==> src/rtl/pong_pkg.sv <==
// Shared constants and state encoding for the pong ball engine.
// All geometry constants are 12 bits wide so comparisons never wrap.
package pong_pkg;

  typedef logic [11:0] coord_t;

  typedef enum logic [1:0] {
    ST_IDLE  = 2'b00,
    ST_SERVE = 2'b01,
    ST_PLAY  = 2'b10,
    ST_DONE  = 2'b11
  } state_t;

  localparam coord_t SCREEN_W  = 12'd640;
  localparam coord_t SCREEN_H  = 12'd480;
  localparam coord_t BALL_SIZE = 12'd10;
  localparam coord_t PADDLE_W  = 12'd10;
  localparam coord_t PADDLE_H  = 12'd50;
  localparam coord_t P1_X      = 12'd20;
  localparam coord_t P2_X      = 12'd610;
  localparam coord_t SPEED     = 12'd2;

  localparam logic [5:0] SERVE_LAST = 6'd59;  // SERVE_TICKS - 1
  localparam logic [3:0] WIN_SCORE  = 4'd10;

  // Rightmost / bottommost legal top-left corner of the ball.
  localparam coord_t X_LIMIT = SCREEN_W - BALL_SIZE;
  localparam coord_t Y_LIMIT = SCREEN_H - BALL_SIZE;

  localparam logic [10:0] CENTRE_X = 11'((SCREEN_W - BALL_SIZE) >> 1);
  localparam logic [9:0]  CENTRE_Y = 10'((SCREEN_H - BALL_SIZE) >> 1);

endpackage

==> src/rtl/pong_ball_engine_if.sv <==
// Control/status bundle between the game-logic stage and its driver.
// The engine owns the outputs; tick/start/paddle positions come from outside.
interface pong_ball_engine_if;
  import pong_pkg::*;

  logic        tick;
  logic        start;
  logic [9:0]  paddle1_y;
  logic [9:0]  paddle2_y;
  logic [10:0] ball_x;
  logic [9:0]  ball_y;
  logic [3:0]  p1_score;
  logic [3:0]  p2_score;
  state_t      state;
  logic        game_over;

  modport master (
    output tick, start, paddle1_y, paddle2_y,
    input  ball_x, ball_y, p1_score, p2_score, state, game_over
  );

  modport slave (
    input  tick, start, paddle1_y, paddle2_y,
    output ball_x, ball_y, p1_score, p2_score, state, game_over
  );
endinterface

==> src/rtl/pong_paddle_hit.sv <==
// Combinational paddle collision test for one paddle; the side is inferred
// from paddle_x, so the same module serves both the left and right paddle.
module pong_paddle_hit
  import pong_pkg::*;
(
  input  logic [10:0] ball_x,
  input  logic [9:0]  ball_y,
  input  logic [10:0] paddle_x,
  input  logic [9:0]  paddle_y,
  input  logic        dir_pos,
  output logic        hit,
  output logic [10:0] clamp_x
);

  logic   right_side;
  logic   overlap;
  logic   reach;
  coord_t bx;
  coord_t by;
  coord_t py;
  coord_t face;

  always_comb begin
    bx         = coord_t'(ball_x);
    by         = coord_t'(ball_y);
    py         = coord_t'(paddle_y);
    right_side = coord_t'(paddle_x) >= (SCREEN_W >> 1);
    // Right paddle: ball's left edge lands one ball-width before the paddle.
    // Left paddle: ball's left edge lands on the paddle's inner face.
    clamp_x    = right_side ? paddle_x - 11'(BALL_SIZE) : paddle_x + 11'(PADDLE_W);
    face       = coord_t'(clamp_x);
    overlap    = (by + BALL_SIZE > py) && (by < py + PADDLE_H);
    if (right_side)
      reach = dir_pos && (bx + SPEED >= face) && (bx < face);
    else
      reach = !dir_pos && (bx <= face + SPEED) && (bx > face);
    hit = reach && overlap;
  end

endmodule

==> src/rtl/pong_ball_engine.sv <==
// Pong game logic: ball motion, wall/paddle collisions, scoring and the
// IDLE/SERVE/PLAY/DONE game FSM. Everything advances only on tick.
module pong_ball_engine
  import pong_pkg::*;
(
  input  logic           clk,
  input  logic           reset,
  pong_ball_engine_if.slave bus
);

  state_t      state_q, state_d;
  logic [10:0] x_q, x_d;
  logic [9:0]  y_q, y_d;
  logic        dx_q, dx_d;  // 1 = moving right
  logic        dy_q, dy_d;  // 1 = moving down
  logic [5:0]  cnt_q, cnt_d;
  logic [3:0]  s1_q, s1_d;
  logic [3:0]  s2_q, s2_d;
  logic        over_q, over_d;

  logic        hit_l, hit_r;
  logic [10:0] clamp_l, clamp_r;

  pong_paddle_hit u_hit_left (
    .ball_x   (x_q),
    .ball_y   (y_q),
    .paddle_x (11'(P1_X)),
    .paddle_y (bus.paddle1_y),
    .dir_pos  (dx_q),
    .hit      (hit_l),
    .clamp_x  (clamp_l)
  );

  pong_paddle_hit u_hit_right (
    .ball_x   (x_q),
    .ball_y   (y_q),
    .paddle_x (11'(P2_X)),
    .paddle_y (bus.paddle2_y),
    .dir_pos  (dx_q),
    .hit      (hit_r),
    .clamp_x  (clamp_r)
  );

  // NOTE: every next-state variable gets a default first so no path through
  // the case statement can leave one unassigned and infer a latch.
  always_comb begin
    state_d = state_q;
    x_d     = x_q;
    y_d     = y_q;
    dx_d    = dx_q;
    dy_d    = dy_q;
    cnt_d   = cnt_q;
    s1_d    = s1_q;
    s2_d    = s2_q;

    if (bus.tick) begin
      unique case (state_q)
        ST_IDLE: begin
          x_d = CENTRE_X;
          y_d = CENTRE_Y;
          if (bus.start) begin
            s1_d    = '0;
            s2_d    = '0;
            dx_d    = 1'b1;
            dy_d    = 1'b1;
            cnt_d   = '0;
            state_d = ST_SERVE;
          end
        end

        ST_SERVE: begin
          x_d = CENTRE_X;
          y_d = CENTRE_Y;
          if (!bus.start)
            state_d = ST_IDLE;
          else if (cnt_q == SERVE_LAST)
            state_d = ST_PLAY;
          else
            cnt_d = cnt_q + 6'd1;
        end

        ST_PLAY: begin
          if (!bus.start) begin
            x_d     = CENTRE_X;
            y_d     = CENTRE_Y;
            state_d = ST_IDLE;
          end else begin
            // Vertical axis: bounce off top and bottom walls.
            if (!dy_q && coord_t'(y_q) < SPEED) begin
              y_d  = '0;
              dy_d = 1'b1;
            end else if (dy_q && coord_t'(y_q) + SPEED > Y_LIMIT) begin
              y_d  = 10'(Y_LIMIT);
              dy_d = 1'b0;
            end else begin
              y_d = dy_q ? y_q + 10'(SPEED) : y_q - 10'(SPEED);
            end

            // Horizontal axis: paddle returns first, then misses, else move.
            if (hit_r) begin
              x_d  = clamp_r;
              dx_d = 1'b0;
            end else if (hit_l) begin
              x_d  = clamp_l;
              dx_d = 1'b1;
            end else if (dx_q && coord_t'(x_q) + SPEED > X_LIMIT) begin
              s1_d    = (s1_q == WIN_SCORE) ? s1_q : s1_q + 4'd1;
              x_d     = CENTRE_X;
              y_d     = CENTRE_Y;
              dx_d    = 1'b0;
              cnt_d   = '0;
              state_d = (s1_d == WIN_SCORE) ? ST_DONE : ST_SERVE;
            end else if (!dx_q && coord_t'(x_q) < SPEED) begin
              s2_d    = (s2_q == WIN_SCORE) ? s2_q : s2_q + 4'd1;
              x_d     = CENTRE_X;
              y_d     = CENTRE_Y;
              dx_d    = 1'b1;
              cnt_d   = '0;
              state_d = (s2_d == WIN_SCORE) ? ST_DONE : ST_SERVE;
            end else begin
              x_d = dx_q ? x_q + 11'(SPEED) : x_q - 11'(SPEED);
            end
          end
        end

        ST_DONE: begin
          x_d = CENTRE_X;
          y_d = CENTRE_Y;
          if (!bus.start)
            state_d = ST_IDLE;
        end

        default: state_d = ST_IDLE;
      endcase
    end

    over_d = (state_d == ST_DONE);
  end

  // NOTE: sequential state uses non-blocking assignments so every register
  // samples the pre-edge values, independent of statement order.
  always_ff @(posedge clk) begin
    if (reset) begin
      state_q <= ST_IDLE;
      x_q     <= CENTRE_X;
      y_q     <= CENTRE_Y;
      dx_q    <= 1'b1;
      dy_q    <= 1'b1;
      cnt_q   <= '0;
      s1_q    <= '0;
      s2_q    <= '0;
      over_q  <= 1'b0;
    end else begin
      state_q <= state_d;
      x_q     <= x_d;
      y_q     <= y_d;
      dx_q    <= dx_d;
      dy_q    <= dy_d;
      cnt_q   <= cnt_d;
      s1_q    <= s1_d;
      s2_q    <= s2_d;
      over_q  <= over_d;
    end
  end

  assign bus.ball_x    = x_q;
  assign bus.ball_y    = y_q;
  assign bus.p1_score  = s1_q;
  assign bus.p2_score  = s2_q;
  assign bus.state     = state_q;
  assign bus.game_over = over_q;

endmodule

==> src/flat_wrapper.sv <==
// flat-port wrapper written by rule: the top's interface ports become plain ports
module pong_ball_engine_flat import pong_pkg::*;
  (clk, reset, bus_tick, bus_start, bus_paddle1_y, bus_paddle2_y, bus_ball_x, bus_ball_y, bus_p1_score, bus_p2_score, bus_state, bus_game_over);
  pong_ball_engine_if bus_i ();
  input  logic clk;
  input  logic reset;
  input wire logic [$bits(bus_i.tick)-1:0] bus_tick;
  input wire logic [$bits(bus_i.start)-1:0] bus_start;
  input wire logic [$bits(bus_i.paddle1_y)-1:0] bus_paddle1_y;
  input wire logic [$bits(bus_i.paddle2_y)-1:0] bus_paddle2_y;
  output wire logic [$bits(bus_i.ball_x)-1:0] bus_ball_x;
  output wire logic [$bits(bus_i.ball_y)-1:0] bus_ball_y;
  output wire logic [$bits(bus_i.p1_score)-1:0] bus_p1_score;
  output wire logic [$bits(bus_i.p2_score)-1:0] bus_p2_score;
  output wire logic [$bits(bus_i.state)-1:0] bus_state;
  output wire logic [$bits(bus_i.game_over)-1:0] bus_game_over;
  assign bus_i.tick = bus_tick;
  assign bus_i.start = bus_start;
  assign bus_i.paddle1_y = bus_paddle1_y;
  assign bus_i.paddle2_y = bus_paddle2_y;
  assign bus_ball_x = bus_i.ball_x;
  assign bus_ball_y = bus_i.ball_y;
  assign bus_p1_score = bus_i.p1_score;
  assign bus_p2_score = bus_i.p2_score;
  assign bus_state = bus_i.state;
  assign bus_game_over = bus_i.game_over;
  pong_ball_engine u_core (.clk(clk), .reset(reset), .bus(bus_i));
endmodule
==> config.mk <==
export PLATFORM = sky130hd
export DESIGN_NAME = pong_ball_engine_flat
export DESIGN_NICKNAME = d
export VERILOG_FILES = /design/src/rtl/pong_pkg.sv /design/src/rtl/pong_ball_engine_if.sv /design/src/rtl/pong_paddle_hit.sv /design/src/rtl/pong_ball_engine.sv /design/src/flat_wrapper.sv
export SDC_FILE = /design/constraint.sdc
export NUM_CORES = 1
export LEC_CHECK = 0
export CORE_MARGIN = 3
export CORE_UTILIZATION = 52
export CTS_CLUSTER_SIZE = 10
export DETAILED_ROUTE_END_ITERATION = 10
export PLACE_DENSITY_LB_ADDON = 0.08
export SLEW_MARGIN = 20
export SYNTH_ARGS = -nofsm -noshare
export SYNTH_HDL_FRONTEND = slang
export SYNTH_HIERARCHICAL = 1
export SYNTH_SLANG_ARGS = --single-unit
==> constraint.sdc <==
create_clock -name clk -period 4.6 [get_ports clk]
set_input_delay 1.15 -clock clk [delete_from_list [all_inputs] [get_ports clk]]
set_output_delay 1.15 -clock clk [all_outputs]
set_load 0.01 [all_outputs]
== Word level (Yosys, flattened, before mapping) ==
Cells that the tools add are included.
Cells by class
  add/subtract/negate cells: 12
  $mul: 0
  div/mod/pow operators: 0
  $lt $le $gt $ge: 12
  eq/ne operators: 21
  shift-type cells: 0
  multiplexer cells: 63
  bitwise operators: 0
  reduce and logical (&&, ||, !) cells: 23
Operators with widths (count)
  two-way mux 10 bit: 8
  two-way mux 11 bit: 6
  two-way mux 4 bit: 12
  two-way mux 6 bit: 8
  two-way mux 2 bit: 12
  adder 10 x 6 -> 11 bit (second input constant): 2
  less-than comparator 10 x 11 -> 1 bit: 2
  case mux 11 bit (2 select lines): 1
  case mux 10 bit (2 select lines): 1
  case mux 6 bit (3 select lines): 1
  equality test 4 bit (second input constant): 4
  case mux 4 bit (2 select lines): 2
  inequality test 2 bit (second input constant): 7
  adder 11 x 2 -> 12 bit (second input constant): 1
  >= comparator 12 x 10 -> 1 bit (second input constant): 1
  > comparator 12 x 10 -> 1 bit: 1
  > comparator 12 x 10 -> 1 bit (second input constant): 1
  > comparator 12 x 9 -> 1 bit (second input constant): 1
  logical AND 1 bit: 12
  adder 10 x 2 -> 11 bit (second input constant): 1
  adder 10 x 4 -> 11 bit (second input constant): 1
  adder 11 x 2 -> 11 bit (second input constant): 1
  > comparator 11 x 10 -> 1 bit: 1
  > comparator 11 x 5 -> 1 bit (second input constant): 1
  27 further kinds: 43
Word-level totals
  flip-flop bits (word level): 40
  latch bits: 0
  memory bits (writable): 0
  bits in read-only memories: 0
  input bits: 24
  word-level logic and storage cells: 140
  memories: 0

== Longest topological paths before layout ==
Gate-level depths: netlist of the first run.
  depth in word-level cells: 12
  mapped depth: 28
  gate-level depth less buffers: 26

== Cells and area by module ==
The synthesis of the first run kept the hierarchy.
By module, submodules not included
  pong_ball_engine: times used 1, cells an instance 437, area each 3251.9 um^2
  pong_paddle_hit at u_core.u_hit_right: times used 1, cells an instance 292, area each 2280.9 um^2
  pong_paddle_hit at u_core.u_hit_left: times used 1, cells an instance 287, area each 2183.3 um^2

== Worst setup path after synthesis of the first run ==
No wires, ideal clock.
  path kind: in2reg
  start point: input port bus_paddle1_y[1]
  end point: register u_core.y_q[1] (netlist: u_core/bus.ball_y[1])
  setup time: 137 ps
  arrival: 4175 ps
  path slack: 289 ps
  cell stages on the path: 17
  buffers on the path: 2
  path through: ha_1 a21oi_1 nand2_1 nand2_1 xnor2_1 ha_1 a21oi_1 a31o_2 a32oi_1 a211oi_2 clkbuf_1 nor2_1 clkbuf_1 o21a_1 a211oi_1 o21a_1 o221ai_1
On the way
  cells in the longest elaborated chain, start to end: 8
  elaborated cells between the ends (all ways): 9
  classes of those cells: add/sub (1); order compare (2); mux (4); reduce/logical (2)
Ends and longest elaborated chain
  from (decl): line flat_wrapper.sv:9  | input wire logic [$bits(bus_i.paddle1_y)-1:0] bus_paddle1_y;
  adder 10 x 6 -> 11 bit: line pong_paddle_hit.sv:32  | overlap = (by + BALL_SIZE > py) && (by < py + PADDLE_H);
  less-than comparator 10 x 11 -> 1 bit: line pong_paddle_hit.sv:32
  logical AND 1 bit (*): line pong_paddle_hit.sv:32
  logical AND 1 bit (*): line pong_paddle_hit.sv:37  | hit = reach && overlap;
  net u_core.hit_l: line pong_ball_engine.sv:21  | logic hit_l, hit_r;
  two-way mux 10 bit (*): line pong_ball_engine.sv:103  | end else if (hit_l) begin
  two-way mux 10 bit (*): line pong_ball_engine.sv:100  | if (hit_r) begin
  two-way mux 10 bit (*): line pong_ball_engine.sv:83  | if (!bus.start) begin
  case mux 10 bit (2 select lines) (*): line pong_ball_engine.sv:57  | unique case (state_q)
  to (signal assigned): line pong_ball_engine.sv:156  | y_q <= y_d;
  to (decl): line pong_ball_engine.sv:13  | logic [9:0] y_q, y_d;
The timed path passes the listed nets; every way through them passes the cells marked *.
A chain may end at the register's enable or synchronous reset.

== Final worst setup path of the first run ==
  start point: input port bus_paddle1_y[1]
  end point: register u_core.s1_q[2] (netlist: u_core/bus.p1_score[2])
On the way
  cells in the longest elaborated chain, start to end: 6
  elaborated cells between the ends (all ways): 7
  classes of those cells: add/sub (1); order compare (2); eq/ne (1); reduce/logical (3)
Ends and longest elaborated chain
  adder 10 x 6 -> 11 bit: line pong_paddle_hit.sv:32
  less-than comparator 10 x 11 -> 1 bit: line pong_paddle_hit.sv:32
  logical AND 1 bit (*): line pong_paddle_hit.sv:32
  logical AND 1 bit (*): line pong_paddle_hit.sv:37
  net u_core.hit_l: line pong_ball_engine.sv:21
  inequality test 2 bit (no source line) (*)
  AND reduction 7 bit (no source line) (*)
  to (signal assigned): line pong_ball_engine.sv:150  | s1_q <= '0;
  to (signal assigned): line pong_ball_engine.sv:160  | s1_q <= s1_d;
  to (decl): line pong_ball_engine.sv:17  | logic [3:0] s1_q, s1_d;
Marked as above.

==> flow_summary_export.csv, run 1 <==
group,metric,value,unit
sta,worst_pin_slew,938,ps
setup_path,max_stage_delay,530,ps
yosys,synthDistinctLibCells,105,
yosys,ys_ff_latch,40,
setup_path,path_cells,"clkdlybuf4s50_1 -> ha_1 -> buf_4 -> xnor2_1 -> ha_1 -> o21ai_0 -> a21oi_1 -> o2111ai_1 -> a31o_2 -> a32oi_2 -> buf_4 -> a211oi_2 -> buf_4 -> or2_2 -> buf_4 -> or4_1 -> a31oi_1",
sta,finalCritPeriodShare,96.3,%
setup_path,critical_path.top_delay_family,"buffers and inverters",
finish,fin_util,64.7,%
yosys,syn-instance-count,1016,
sta,finalCriticalPeriod,4430,ps
setup_path,cp_common_cell,"buf_4",
routing,avgViaCountPerCell,5.98,
clock_tree,clkSinkCount,40,
setup_path,r2r-start,"u_core/bus.ball_x[1]$_SDFFE_PP1P_",
placed_design,dp_worst_setup_slack,-206,ps
placed_design,dp.cells,1325,
routing,wl_per_cell,15.9,um
setup_path,worst_ep_required_time,4810,ps
yosys,synth_top_cell_by_area,"ha_1",
clock_tree,cts_tree,"done",
yosys,synth.mux.area_fraction,0.276,%
sta,fin_hold_ws,486,ps
yosys,synth_top_family_by_area,"compound AO/OA/AOI/OAI gates",
routing,vias,7977,
pwr,power.density,165,nW/um^2
sta,setup_viol,0,
pwr,power.leakage,4.03,nW
yosys,yosys_warnings,6,
clock_tree,cts_setup_buffers,0,
finish,stdcell_count,1333,
setup_path,criticalPathCategory,"in -> reg",
min_path,whs_path_depth,2,
setup_path,crit_buf_inv,5,
global_routing,grt_pass1_vias,7365,
sta,timing.final.ws_setup,169,ps
yosys,yosys.area.top_type_share,21.7,%
yosys,syn_area,7720,sq um
yosys,synthTopCellsByCount,"ha_1, nand2_1, inv_1, a21oi_1, xnor2_1",
outcome,status,"finished clean",
yosys,ys_async_sr_fraction,0,%
floorplan,die_w,128,um
clock_tree,cts_buffers,5,
min_path,hold_end,"u_core/cnt_q[5]$_SDFFE_PP0P_",
routing,drtPass1Iterations,5,
yosys,synth-compound-area-share,25.9,%
global_routing,grt_pass1_wl,35.2,mm
sta,tns,0,ps
yosys,seq_area_frac_synth,10.4,%
routing,ant_nets,0,
placed_design,place.gp.congestion,0.866,
sta,fin_skew,5.19,ps
pwr,finalPower,1.51,mW
routing,totalWireLength,21.2,mm
placed_design,dpl.hpwl,16.4,mm
setup_path,path_max_fanout,6,
yosys,syn_area_per_cell,7.59,sq um
yosys,yosys.area_share.simple,24.9,%
placed_design,port_buffers,55,
setup_path,ff2ff_path_depth,17,
yosys,post_synth_fa_ha_maj_area_fraction,22.2,%
sta,slew_headroom,37.1,%
clock_tree,cts.path.max_buffers,2,
clock_tree,clk_pin_slew,60,ps
floorplan,start_util,54.3,%
floorplan,die_area,16300,sq um
setup_path,r2r-end,"u_core/bus.p1_score[2]$_SDFFE_PP0P_",
global_routing,grt.overflow.total,0,
finish,drive_above_1_share,10.8,%
setup_path,worstSetupStartpointType,"input pin",
global_routing,antenna_found_initial,0,
yosys,synth_xor_area_share,10.4,%
routing,drc,0,
clock_tree,cts_root_buf,"clkbuf_16",
yosys,synth_most_common_cell,"ha_1",
finish,synthToLayoutAreaGrowth,19.0,%
finish,layout.nets,1312,
clock_tree,h-tree-depth,2,
routing,drt_iter0_markers,583,
finish,fin_area,9190,sq um
yosys,synth_edf_count,0,
yosys,ys.flop_type,"dfxtp_1",
sta,drv_slew,0,
floorplan,die_h,128,um
floorplan,core,14200,sq um
finish,antenna_cells,0,
sta,finalHoldViolations,0,
clock_tree,clk-insertion-delay-late,290,ps
job,drv_cap,0,
floorplan,num_rows,43,
sta,max_freq,0.226,GHz
setup_path,endpoint_kind,"flip-flop",
global_routing,grt_start_max_net_pins,26,
setup_path,reg2reg_slack,390,ps
global_routing,grt_usage,25.4,%
min_path,min-delay-start,"u_core/cnt_q[5]$_SDFFE_PP0P_",
setup_path,arrival,4650,ps
floorplan,io_pins,56,
pwr,max-vdd-ir-drop,0.000175,V
setup_path,slowest_stage,"or4_1",
placed_design,place_area,8960,sq um
yosys,synth_area_leaders,"ha_1, dfxtp_1, xnor2_1",
min_path,hp-class,"reg -> reg",
worst max path at each step:
stage / start / end / depth (start not counted)
after floorplan: bus_paddle1_y[1] / u_core/bus.ball_y[1]$_SDFFE_PP1P_ / 17
after detailed placement: bus_paddle2_y[2] / u_core/bus.ball_y[6]$_SDFFE_PP1P_ / 17
after global placement: bus_paddle2_y[2] / u_core/bus.ball_y[3]$_SDFFE_PP1P_ / 17
after CTS: bus_paddle2_y[2] / u_core/bus.ball_y[7]$_SDFFE_PP1P_ / 17
after global routing: bus_paddle1_y[1] / u_core/bus.p1_score[2]$_SDFFE_PP0P_ / 17
final: bus_paddle1_y[1] / u_core/bus.p1_score[2]$_SDFFE_PP0P_ / 17
sequential cells by signal, indices dropped and copies added, names as in the netlist:
register / flops
u_core/bus.ball_x: 11
u_core/bus.ball_y: 10
u_core/bus.game_over: 1
u_core/bus.p1_score: 4
u_core/bus.p2_score: 4
u_core/bus.state: 2
u_core/cnt_q: 6
u_core/dx_q: 1
u_core/dy_q: 1
cell families after synthesis:
logic type	Yosys count
XOR/XNOR	84
buffers and inverters	110
AO/OA/AOI/OAI	282
AND/OR/NAND/NOR	360
adder cells (fa/ha/maj)	136
other	2
flip-flops	40
multiplexers	2
tightest hold or removal path, delay by kind of cell (launching register included):
family | cells | cell delay (ps)
compound gates | 2 | 110
flops | 1 | 320
layout by cell type (no fill, tap or decap), drive strengths merged, types with 13 or more instances in the layout:
master / count
dfxtp: 40
o211ai: 13
clkdlybuf4s50: 55
nand3: 58
xor2: 18
nand4: 29
conb: 47
o21a: 13
nor3: 32
inv: 78
a211oi: 18
ha: 134
nor2: 61
nand2: 85
a21o: 16
o21ai: 48
xnor2: 66
buf: 60
a21oi: 73
nand2b: 13
cell type report:
| type | instances | area (sq um) |
|---|---|---|
| timing repair buffer | 115 | 1000 |
| clock inverter | 2 | 38.8 |
| clock buffer | 6 | 139 |
| inverter | 79 | 297 |
| fill | 1304 | 5020 |
| tap | 180 | 225 |
| multi-input combinational | 911 | 6680 |
| sequential | 40 | 801 |
per-layer routing:
layer  up-vias  share of wire [%]  global-route usage [%]
met4         0                1.5                    5.81
met5         -                  0                       0
met1      3720                 49                    36.6
met3        25                4.3                    1.71
li1       4018                  -                       -
met2       214                 45                    41.5
power by group:
| part | leakage, nW | internal (mW) | switching, mW | total [mW] |
|---|---|---|---|---|
| Clock | 0.0871 | 0.272 | 0.150 | 0.422 |
| Combinational | 3.62 | 0.326 | 0.410 | 0.736 |
| Sequential | 0.324 | 0.349 | 0.00662 | 0.356 |
| Total | 4.03 | 0.948 | 0.567 | 1.51 |
timing repair:
action                                  4_1_cts  5_1_grt
hold endpoints to repair                      0        0
resized for setup                             0        8
hold buffers                                  0        0
endpoints found under the setup margin        0       24
(Power assumes the default switching activity.)
==> run 2: changes to the inputs <==
- CORE_UTILIZATION: 52 -> 53
==> run 2 against run 1 <==
Net effect: setup slack improved by 36 ps; routed wire length fell by 1.1%; sequential power barely moved; combinational power fell by 1%; clock skew rose by 1.5 ps; non-clock buffer count fell by 5; via count fell by 0.34%; critical path type unchanged; highest routed layer unchanged.
==> flow_summary_export.csv, run 2 (synthesis results as in run 1) <==
group,metric,value,unit
outcome,status,"finished clean",
finish,antenna_cells,0,
min_path,hold_end,"u_core/cnt_q[5]$_SDFFE_PP0P_",
clock_tree,clk-insertion-delay-late,280,ps
routing,drtPass1Iterations,5,
finish,layout.nets,1307,
global_routing,grt_usage,25.7,%
global_routing,grt.overflow.total,0,
routing,drc,0,
setup_path,criticalPathCategory,"in -> reg",
routing,drt_iter0_markers,552,
clock_tree,cts_buffers,5,
finish,layout_common_cells,"ha_1, nand2_1, inv_1, a21oi_1, xnor2_1",
clock_tree,cts_tree,"done",
clock_tree,clkSinkCount,40,
placed_design,dpl.hpwl,16.5,mm
sta,slew_headroom,37.0,%
setup_path,worst_ep_required_time,4810,ps
job,drv_cap,0,
clock_tree,cts.path.max_buffers,2,
sta,tns,0,ps
global_routing,grt_start_max_net_pins,26,
floorplan,start_util,54.9,%
finish,fill_cells,1290,
min_path,min-delay-start,"u_core/cnt_q[5]$_SDFFE_PP0P_",
sta,finalCriticalPeriod,4400,ps
sta,worst_pin_slew,941,ps
routing,avgViaCountPerCell,5.99,
finish,largest_reg_flops,11,
sta,finalCritPeriodShare,95.6,%
setup_path,endpoint_kind,"flip-flop",
floorplan,die_h,127,um
sta,drv_slew,0,
floorplan,num_rows,43,
clock_tree,clk_pin_slew,60,ps
pwr,power.leakage,3.98,nW
routing,vias,7950,
routing,ant_nets,0,
min_path,hp-class,"reg -> reg",
clock_tree,postCtsHoldBufs,0,
clock_tree,h-tree-depth,2,
setup_path,ff2ff_path_depth,17,
floorplan,die_area,16000,sq um
global_routing,antenna_found_initial,0,
floorplan,io_pins,56,
setup_path,reg2reg_slack,510,ps
routing,wl_per_cell,15.8,um
routing,totalWireLength,21.0,mm
min_path,whs_path_depth,2,
floorplan,core,14000,sq um
placed_design,dp_worst_setup_slack,-119,ps
sta,timing.final.ws_setup,205,ps
sta,setup_viol,0,
sta,fin_hold_ws,483,ps
finish,final_common_cell,"ha_1",
sta,rsz0062_at_grt,"true",
setup_path,arrival,4610,ps
finish,synthToLayoutAreaGrowth,17.8,%
placed_design,port_buffers,55,
setup_path,r2r-end,"u_core/bus.p1_score[2]$_SDFFE_PP0P_",
finish,fin_area,9090,sq um
setup_path,worstSetupStartpointType,"input pin",
placed_design,place.gp.congestion,0.890,
setup_path,r2r-start,"u_core/bus.ball_x[2]$_SDFFE_PP0P_",
sta,finalHoldViolations,0,
global_routing,grt_pass1_vias,7403,
placed_design,place_area,8920,sq um
sta,fin_skew,6.69,ps
pwr,power.density,156,nW/um^2
sta,max_freq,0.228,GHz
finish,fin_util,64.7,%
setup_path,path_max_fanout,6,
floorplan,die_w,127,um
finish,drive_above_1_share,10.1,%
global_routing,grt_pass1_wl,35.3,mm
clock_tree,cts_root_buf,"clkbuf_16",
pwr,max-vdd-ir-drop,0.000147,V
==> run 2: cell type report <==
type,count,area [sq um],share of cell area [%]
multi-input combinational,911,6670,73.4
timing repair buffer,110,963,10.6
sequential,40,801,8.81
inverter,79,297,3.26
tap,180,225,2.48
clock buffer,6,129,1.42
clock inverter,1,5.00,0.0551
==> run 2: stage by stage <==
stage | power [mW] | std cells
6_report | 1.42 | 1327
4_1_cts | 1.34 | 1327
5_1_grt | 1.53 | 1327
3_3_place_gp | 1.00 | 1320
3_5_place_dp | 1.01 | 1320
2_1_floorplan | 0.894 | 1061
==> run 2: layer usage <==
metal,track usage (%),share of wire [%],vias up
met1,36.8,49,3689
met2,41.9,45,211
met4,6.50,1.9,0
met3,1.77,4.2,33
li1,-,-,4017
met5,0,0,-
==> run 2: where the power goes <==
group	leakage [nW]	switching, mW	internal [mW]	total [mW]
clock network	0.0667	0.135	0.197	0.332
logic	3.59	0.407	0.322	0.729
registers	0.324	0.00670	0.350	0.356
total	3.98	0.549	0.869	1.42
==> run 2: worst max path at each step <==
stage,from,endpoint,slack [ps],cells after the start
floorplan,bus_paddle1_y[1],u_core/bus.ball_y[1]$_SDFFE_PP1P_,290,17
global placement,bus_paddle2_y[2],u_core/bus.ball_y[3]$_SDFFE_PP1P_,-50,17
detailed placement,bus_paddle2_y[2],u_core/bus.ball_y[7]$_SDFFE_PP1P_,-120,17
CTS,bus_paddle1_y[1],u_core/cnt_q[3]$_SDFFE_PP0P_,150,18
global route,bus_paddle1_y[1],u_core/cnt_q[2]$_SDFFE_PP0P_,-4,18
finish,bus_paddle1_y[1],u_core/bus.p1_score[2]$_SDFFE_PP0P_,200,17
==> run 2: what timing repair did <==
item                                    in CTS  in global routing
endpoints found under the setup margin       0                 24
resized for setup                            0                  7
setup buffers                                0                  0
==> run 2: critical path: stages <==
cell and delay, ps:
clkdlybuf4s50_1 480, buf_4 120, nand3_1 120, xnor2_1 160
ha_1 280, o21ai_0 70, a21oi_1 150, o2111ai_1 120
a31o_2 260, a32oi_1 190, buf_4 160, a211oi_2 40
buf_4 170, or2_2 300, buf_4 160, or4_1 530
a31oi_1 130
==> run 3: changes to the inputs <==
- CTS_CLUSTER_DIAMETER: default -> 60
==> results of run 3 <==
Same layout as run 2: the final DEF is identical, and so are final timing and power.
